--- src/rtl/aes_key_sched_ctrl.sv ---
// AES-128 key-expansion sequencer: loads a cipher key, runs 10 rounds that
// borrow a shared S-box over req/ack, and serves the 11 round keys by index.
//
// Ports:
//   clk, rst_n          clock, synchronous active-low reset
//   start, key_in       begin expansion of key_in (accepted in IDLE/DONE)
//   busy, done          expansion in progress / one-cycle completion pulse
//   keys_valid          all 11 round keys stored
//   sbox_req, sbox_word S-box request carrying RotWord(w3), held until ack
//   sbox_ack, sbox_data S-box grant with SubWord result in the same cycle
//   rk_idx, rk_data     round-key read port (0 when invalid or idx > 10)
//
// Build option: define KEY_SCHED_RDREG_EN to register rk_data (1-cycle
// latency); otherwise rk_data is combinational from rk_idx.

module aes_key_sched_ctrl #(
   parameter int unsigned NROUNDS = 10
) (
   input  logic         clk,
   input  logic         rst_n,
   input  logic         start,
   input  logic [127:0] key_in,
   output logic         busy,
   output logic         done,
   output logic         keys_valid,
   output logic         sbox_req,
   output logic [31:0]  sbox_word,
   input  logic         sbox_ack,
   input  logic [31:0]  sbox_data,
   input  logic [3:0]   rk_idx,
   output logic [127:0] rk_data
);

   localparam logic [3:0] LAST = 4'(NROUNDS);

   typedef enum logic [1:0] {
      S_IDLE,
      S_REQ,
      S_EXP,
      S_DONE
   } state_t;

   state_t       state_q, state_d;
   logic [3:0]   rnd_q, rnd_d;
   logic [7:0]   rcon_q, rcon_d;
   logic [31:0]  t_q, t_d;
   logic         kv_q, kv_d;

   logic [127:0] slot_q [0:10];
   logic         we;
   logic [3:0]   widx;
   logic [127:0] wdata;

   logic [127:0] kprev;
   logic [31:0]  r, w4, w5, w6, w7;
   logic [7:0]   rcon_nx;

   // Previous round key; rnd_q stays in 1..10 so the index is in range.
   assign kprev = slot_q[rnd_q - 4'd1];

   assign r  = t_q ^ {rcon_q, 24'h000000};
   assign w4 = r ^ kprev[127:96];
   assign w5 = w4 ^ kprev[95:64];
   assign w6 = w5 ^ kprev[63:32];
   assign w7 = w6 ^ kprev[31:0];

   assign rcon_nx = {rcon_q[6:0], 1'b0} ^ (rcon_q[7] ? 8'h1B : 8'h00);

   assign busy       = (state_q == S_REQ) || (state_q == S_EXP);
   assign done       = (state_q == S_DONE);
   assign keys_valid = kv_q;
   assign sbox_req   = (state_q == S_REQ);

   // slot[rnd-1] cannot change while in REQ, so the word stays stable.
   assign sbox_word = sbox_req ? {kprev[23:0], kprev[31:24]} : 32'h0;

   always_comb begin
      state_d = state_q;
      rnd_d   = rnd_q;
      rcon_d  = rcon_q;
      t_d     = t_q;
      kv_d    = kv_q;
      we      = 1'b0;
      widx    = 4'd0;
      wdata   = key_in;
      unique case (state_q)
         S_IDLE, S_DONE: begin
            state_d = S_IDLE;
            if (start) begin
               we      = 1'b1;
               rnd_d   = 4'd1;
               rcon_d  = 8'h01;
               kv_d    = 1'b0;
               state_d = S_REQ;
            end
         end
         S_REQ: begin
            if (sbox_ack) begin
               t_d     = sbox_data;
               state_d = S_EXP;
            end
         end
         S_EXP: begin
            we    = 1'b1;
            widx  = rnd_q;
            wdata = {w4, w5, w6, w7};
            if (rnd_q == LAST) begin
               kv_d    = 1'b1;
               state_d = S_DONE;
            end else begin
               rnd_d   = rnd_q + 4'd1;
               rcon_d  = rcon_nx;
               state_d = S_REQ;
            end
         end
         default: state_d = S_IDLE;
      endcase
   end

   always_ff @(posedge clk) begin
      if (!rst_n) begin
         state_q <= S_IDLE;
         rnd_q   <= 4'd1;
         rcon_q  <= 8'h01;
         t_q     <= 32'h0;
         kv_q    <= 1'b0;
      end else begin
         state_q <= state_d;
         rnd_q   <= rnd_d;
         rcon_q  <= rcon_d;
         t_q     <= t_d;
         kv_q    <= kv_d;
      end
   end

   // Key buffer is not reset; reset blocks the write so no partial round lands.
   always_ff @(posedge clk) begin
      if (rst_n && we) begin
         slot_q[widx] <= wdata;
      end
   end

   logic         rd_ok;
   logic [127:0] rd_val;

   assign rd_ok  = kv_q && (rk_idx <= 4'd10);
   assign rd_val = rd_ok ? slot_q[rk_idx] : 128'h0;

`ifdef KEY_SCHED_RDREG_EN
   logic [127:0] rk_q;

   always_ff @(posedge clk) begin
      if (!rst_n) begin
         rk_q <= 128'h0;
      end else begin
         rk_q <= rd_val;
      end
   end

   assign rk_data = rk_q;
`else
   assign rk_data = rd_val;
`endif

endmodule

--- config.mk ---
export PLATFORM = sky130hd
export DESIGN_NAME = aes_key_sched_ctrl
export DESIGN_NICKNAME = d
export VERILOG_FILES = /design/src/rtl/aes_key_sched_ctrl.sv
export SDC_FILE = /design/constraint.sdc
export NUM_CORES = 2
export LEC_CHECK = 0
export ABC_CLOCK_PERIOD_IN_PS = 38300
export CORE_MARGIN = 5
export CORE_UTILIZATION = 41
export DETAILED_ROUTE_END_ITERATION = 12
export SYNTH_ARGS = -nofsm -noshare
export SYNTH_HDL_FRONTEND = slang
export SYNTH_SLANG_ARGS = --single-unit
export TNS_END_PERCENT = 5
--- constraint.sdc ---
create_clock -name clk -period 38.3 [get_ports clk]
set_clock_uncertainty 0.05 [all_clocks]
set_input_delay 3.83 -clock clk [delete_from_list [all_inputs] [get_ports clk]]
set_output_delay 3.83 -clock clk [all_outputs]
set_load 0.1 [all_outputs]
# [Word level (Yosys, flattened, before mapping)]
# Memory sizes are Yosys's and may differ from the RTL's.
# Index checks and enable logic that the tools add are counted.
[totals] n_memories=1 word_cells=54 mem_bits_rw=1408 output_inout_bits=164 register_bits=47
[classes] muxes=22 n_addsub=2 eq_ne=8 bitwise_logic=6 n_reduce_logical=9 magnitude_cmp=1
[mem_list] name="slot_q" depth=11 width=128 rd=2 rd_ports_with_merged_regs=0 write_ports=1 line="49" text="logic [127:0] slot_q [0:10];"
[op_table] cell="$mux W128" count=2
[op_table] cell="$xor A32 B32 Y32" count=5
[op_table] cell="$mux W32" count=1
[op_table] cell="$mux W8" count=2
[op_table] cell="$pmux W8 S2" count=1
[op_table] cell="$mux W4" count=3
[op_table] cell="$pmux W4 S2" count=1
[op_table] cell="$xor A8 B5 Y8" count=1
[op_table] cell="$mux W1" count=6
[op_table] cell="$pmux W2 S3" count=1
[op_table] cell="$reduce_and A3 Y1" count=2
[op_table] cell="$mux W5" count=1
[op_table] cell="$add A4 B1 Y4 const B" count=1
[op_table] cell="$eq A2 B2 Y1 const B" count=2
[op_table] cell="$eq A4 B4 Y1 const B" count=1
[op_table] cell="$le A4 B4 Y1 const B" count=1
[op_table] cell="$mux W2" count=2
[op_table] cell="$ne A2 B1 Y1 const B" count=2
[op_table] cell="$ne A2 B2 Y1 const B" count=2
[op_table] cell="$pmux W1 S2" count=2
[op_table] cell="$sub A4 B1 Y4 const B" count=1
[op_table] cell="$eq A2 B1 Y1 const B" count=1
[op_table] cell="$logic_and A1 B1 Y1" count=2
[op_table] cell="$logic_not A2 Y1" count=1
[op_table] cell="4 further kinds" count=4

# [Logic depth before layout (Yosys ltp)]
# An unclocked memory read counts as a cell.
[logic_depth] ltp_word=7 mapped_depth=20 mapped_depth_nobuf=9

# [Worst setup path before layout]
# OpenSTA, ideal clock, no wires.
[synth_path] path_kind="input-to-reg" startpoint="in rst_n" endpoint="mem slot_q[7][0], enable pin" path_buffers=0 setup_ns=0.973 cell_stages=2 slack_ns=20.093 t_arrival_ns=17.184 cell_sequence="nor2b_1 > nor4b_1"
[synth_via] elab_chain_cells=3
[synth_rtl] element="from (decl)" line="20" text="input logic rst_n,"
[synth_rtl] element="$logic_and A1 B1 Y1" line="138" text="if (rst_n && we) begin"
[synth_rtl] element="$mux W1" line="138"
[synth_rtl] element="$mux W1 (implied by the code)" line="139" text="slot_q[widx] <= wdata;"
[synth_rtl] element="to (decl)" line="49"
# Every way passes these cells.

# [Worst setup path in the final report]
[layout_path] startpoint="in rk_idx[0]" endpoint="out rk_data[105]"
[layout_via] elab_chain_cells=3 word_cells_on_any_way=4 classes_between="order compare (1); mux (1); reduce/logical (1); memory (1)"
[layout_rtl] element="from (decl)" line="30" text="input logic [3:0] rk_idx,"
[layout_rtl] element="$le A4 B4 Y1" line="146" text="assign rd_ok = kv_q && (rk_idx <= 4'd10);"
[layout_rtl] element="$logic_and A1 B1 Y1" line="146"
[layout_rtl] element="$mux W128 *" line="147" text="assign rd_val = rd_ok ? slot_q[rk_idx] : 128'h0;"
[layout_rtl] element="to (decl)" line="31" text="output logic [127:0] rk_data"
# Every way passes the cells marked *; elsewhere a longest branch is shown, timed or not.

==> impl_metrics.env <==
export IMPL_ys_warn_count=0
export IMPL_cts_sinks=1455
export IMPL_cpMaxStageDelayCell="clkdlybuf4s50_1"
export IMPL_gp_congestion=0.8121
export IMPL_die_x_um=427.3
export IMPL_critPathArrivalTime_ns=10.05
export IMPL_p_leak_nw=27.15
export IMPL_synth_area_mm2=0.07138
export IMPL_max_slew_margin=0.07330
export IMPL_cp_common_cell="buf_4"
export IMPL_cts_buffer_depth=3
export IMPL_fmax_mhz=71.80
export IMPL_swShare=0.2389
export IMPL_clkTransAtPathRegs_ns=0.06
export IMPL_row_count=153
export IMPL_fin_crit_ns=13.93
export IMPL_cp_required_ns=34.42
export IMPL_finalHoldViolCount=0
export IMPL_start_kind="input port"
export IMPL_worstReg2RegStart="rnd_q[0]"
export IMPL_synth_distinct_cells=72
export IMPL_hp_start="t_q[17]"
export IMPL_synth_area_top_cells="edfxtp_1 (59%), mux4_2 (16%), mux2i_1 (4.1%)"
export IMPL_cts_made_buffers=150
export IMPL_drive_gt1_frac=0.2007
export IMPL_drc_errors=0
export IMPL_synth_most_common_cell="edfxtp_1"
export IMPL_p_sw_w=0.0008534
export IMPL_holdBufCountCts=0
export IMPL_pwr_share_clk=0.405
export IMPL_cts_tree="built"
export IMPL_core_area_mm2=0.1734
export IMPL_clk_latency_ns=0.81
export IMPL_grt_usage=0.2505
export IMPL_async_flop_share=0
export IMPL_wirelength_um=231600
export IMPL_wl_per_cell_um=32.00
export IMPL_cts_max_level=4
export IMPL_crit_type="in2out"
export IMPL_rsz0062_at_grt="no"
export IMPL_synth_avg_cell_area_um2=15.70
export IMPL_viasPerCell=6.141
export IMPL_fp_dieH_um=427.3
export IMPL_start_util=0.4116
export IMPL_root_buffer="clkbuf_16"
export IMPL_synth_edf_count=1408
export IMPL_antenna_found_initial=13
export IMPL_hold_depth=2
export IMPL_crit_path_max_fanout=111
export IMPL_synth_top_cells_by_count="edfxtp_1 (1408), mux4_2 (503), nor2_1 (356)"
export IMPL_grt_pass1_vias=43920
export IMPL_vias=44440
export IMPL_postCtsSetupBuffers=0
export IMPL_slew_viol_final=0
export IMPL_finalSetupTns_ns=0
export IMPL_overflow=0
export IMPL_setup_viol=0
export IMPL_endpoint_kind="output pin"
export IMPL_synth_top_cell_by_area="edfxtp_1"
export IMPL_syn_num_nets=4720
export IMPL_design_die_area_mm2=0.1826
export IMPL_worst_pin_slew_ns=1.384
export IMPL_min_path_type="reg2reg"
export IMPL_dp_hpwl_um=138300
export IMPL_ys_ff_latch=1455
export IMPL_max_stage_delay_ns=1.28
export IMPL_grt_pass1_wl_um=326700
export IMPL_yosysSeqAreaShare=0.6055
export IMPL_port_buffers=331
export IMPL_critPathLaunch="rk_idx[0]"
export IMPL_post_route_period_util=0.3636
export IMPL_fin_cells=7237
export IMPL_cts_resized_gates=0
export IMPL_status="complete, no violations"
export IMPL_holdWs_ns=0.4282
export IMPL_seq_power_share=0.496
export IMPL_grt_max_degree=117
export IMPL_max_cap_violations=0
export IMPL_fin_ws_ns=24.37
export IMPL_synth_flop_cell="edfxtp_1"
export IMPL_synthToLayoutAreaGrowth_pct=14.67
export IMPL_nets=4945
export IMPL_ant_nets=0
export IMPL_powerDensity_mw_per_mm2=43.64
export IMPL_first_pass_iters=5
export IMPL_p_int_w=0.002719
export IMPL_drt_initial_drc_count=4435
export IMPL_cp_cell_sequence="buf_8, buf_4, buf_12, buf_4, buf_4, mux4_2, nor2b_1, a211oi_1, a211oi_1, clkdlybuf4s50_1"
export IMPL_max_vdd_ir_drop_mv=0.04316
export IMPL_synth_top_area_share=0.5923
export IMPL_p_comb_frac=0.099
export IMPL_placed_cells=6944
export IMPL_post_place_ws_ns=24.18
export IMPL_syn_inst=4546
export IMPL_r2r_worst_path_cells=12
export IMPL_io_pins=332
[cell usage in the layout, fill, tap and decap left out, types with 16 or more instances in the layout]
| cell type | instances |
|---|---|
| xor2_1 | 16 |
| mux2i_1 | 294 |
| a21boi_0 | 42 |
| clkinv_1 | 35 |
| mux4_2 | 503 |
| nand2_1 | 284 |
| clkbuf_1 | 29 |
| clkinv_2 | 27 |
| nor2b_1 | 137 |
| xor3_1 | 26 |
| clkbuf_16 | 152 |
| xnor2_1 | 81 |
| o21ai_1 | 37 |
| a31oi_1 | 61 |
| nor2_1 | 349 |
| a221o_1 | 22 |
| clkdlybuf4s50_1 | 320 |
| a211oi_1 | 316 |
| a21oi_1 | 282 |
| edfxtp_1 | 1408 |
| mux2_2 | 64 |
| buf_4 | 119 |
| dfxtp_1 | 46 |
[routing by layer]
| layer | share of wire | global-route usage |
|---|---|---|
| met1 | 0.38 | 0.3214 |
| met2 | 0.47 | 0.4003 |
| met3 | 0.081 | 0.05228 |
| met4 | 0.063 | 0.1372 |
| met5 | 0 | 0 |
[final cells by class]
cell class	instances	area, um2
diodes	15	37.54
clock buffers	183	3940
clock inverters	95	907.1
fillers	14860	91580
inverters	11	46.29
multi-input cells	2700	26450
flip-flops and latches	1455	43230
well taps	2325	2909
repair buffers	453	4342
[cells by family (layout without fill, tap and decap cells)]
logic type / count (synthesis) / count (layout) / share of synthesized area
compound gates: 827 / 827 / 0.07665
xor+xnor: 144 / 144 / 0.02540
fa+ha+maj: 6 / 6 / 0.001052
buf+inv: 391 / 742 / 0.02633
flops: 1455 / 1455 / 0.6055
mux: 869 / 869 / 0.2126
other cells: 0 / 15 / 0
simple gates: 854 / 854 / 0.05253
[worst max-delay path, delay by kind of cell]
family / cells / cell delay, ns
muxes: 1 / 0.34
buffers and inverters: 6 / 4.67
and+or+nand+nor: 1 / 0.13
AOI/OAI and AO/OA: 2 / 0.84
[power groups by stage]
stage          Clock, W  Combinational, W  Sequential [W]
5_1_grt         0.00153          0.000372         0.00177
3_3_place_gp          0          0.000351         0.00180
4_1_cts         0.00147          0.000354         0.00177
2_1_floorplan         0          0.000216         0.00180
3_5_place_dp          0          0.000353         0.00180
6_report        0.00145          0.000354         0.00177
[worst paths after layout]
kind,slack [ns],to
setup / recovery,24.37,rk_data[105]
hold / removal,0.43,t_q[17]
setup reg to reg,30.67,slot_q[9][44]
hold reg to reg,0.43,t_q[17]
[flip-flops by register name (all words and copies together) (netlist names)]
register / count
keys_valid: 1
rcon_q: 8
rnd_q: 4
slot_q: 1408
state_q: 2
t_q: 32
[per-stage QoR]
stage / total power (W) / utilization / cell area, um2
6_report: 0.003572 / 0.4720 / 81850
5_1_grt: 0.003677 / 0.4719 / 81840
4_1_cts: 0.003594 / 0.4717 / 81820
3_5_place_dp: 0.002157 / 0.4438 / 76970
3_3_place_gp: 0.002155 / 0.4438 / 76970
2_1_floorplan: 0.002018 / - / 71380
No activity file was read; power rests on OpenSTA's default activity.
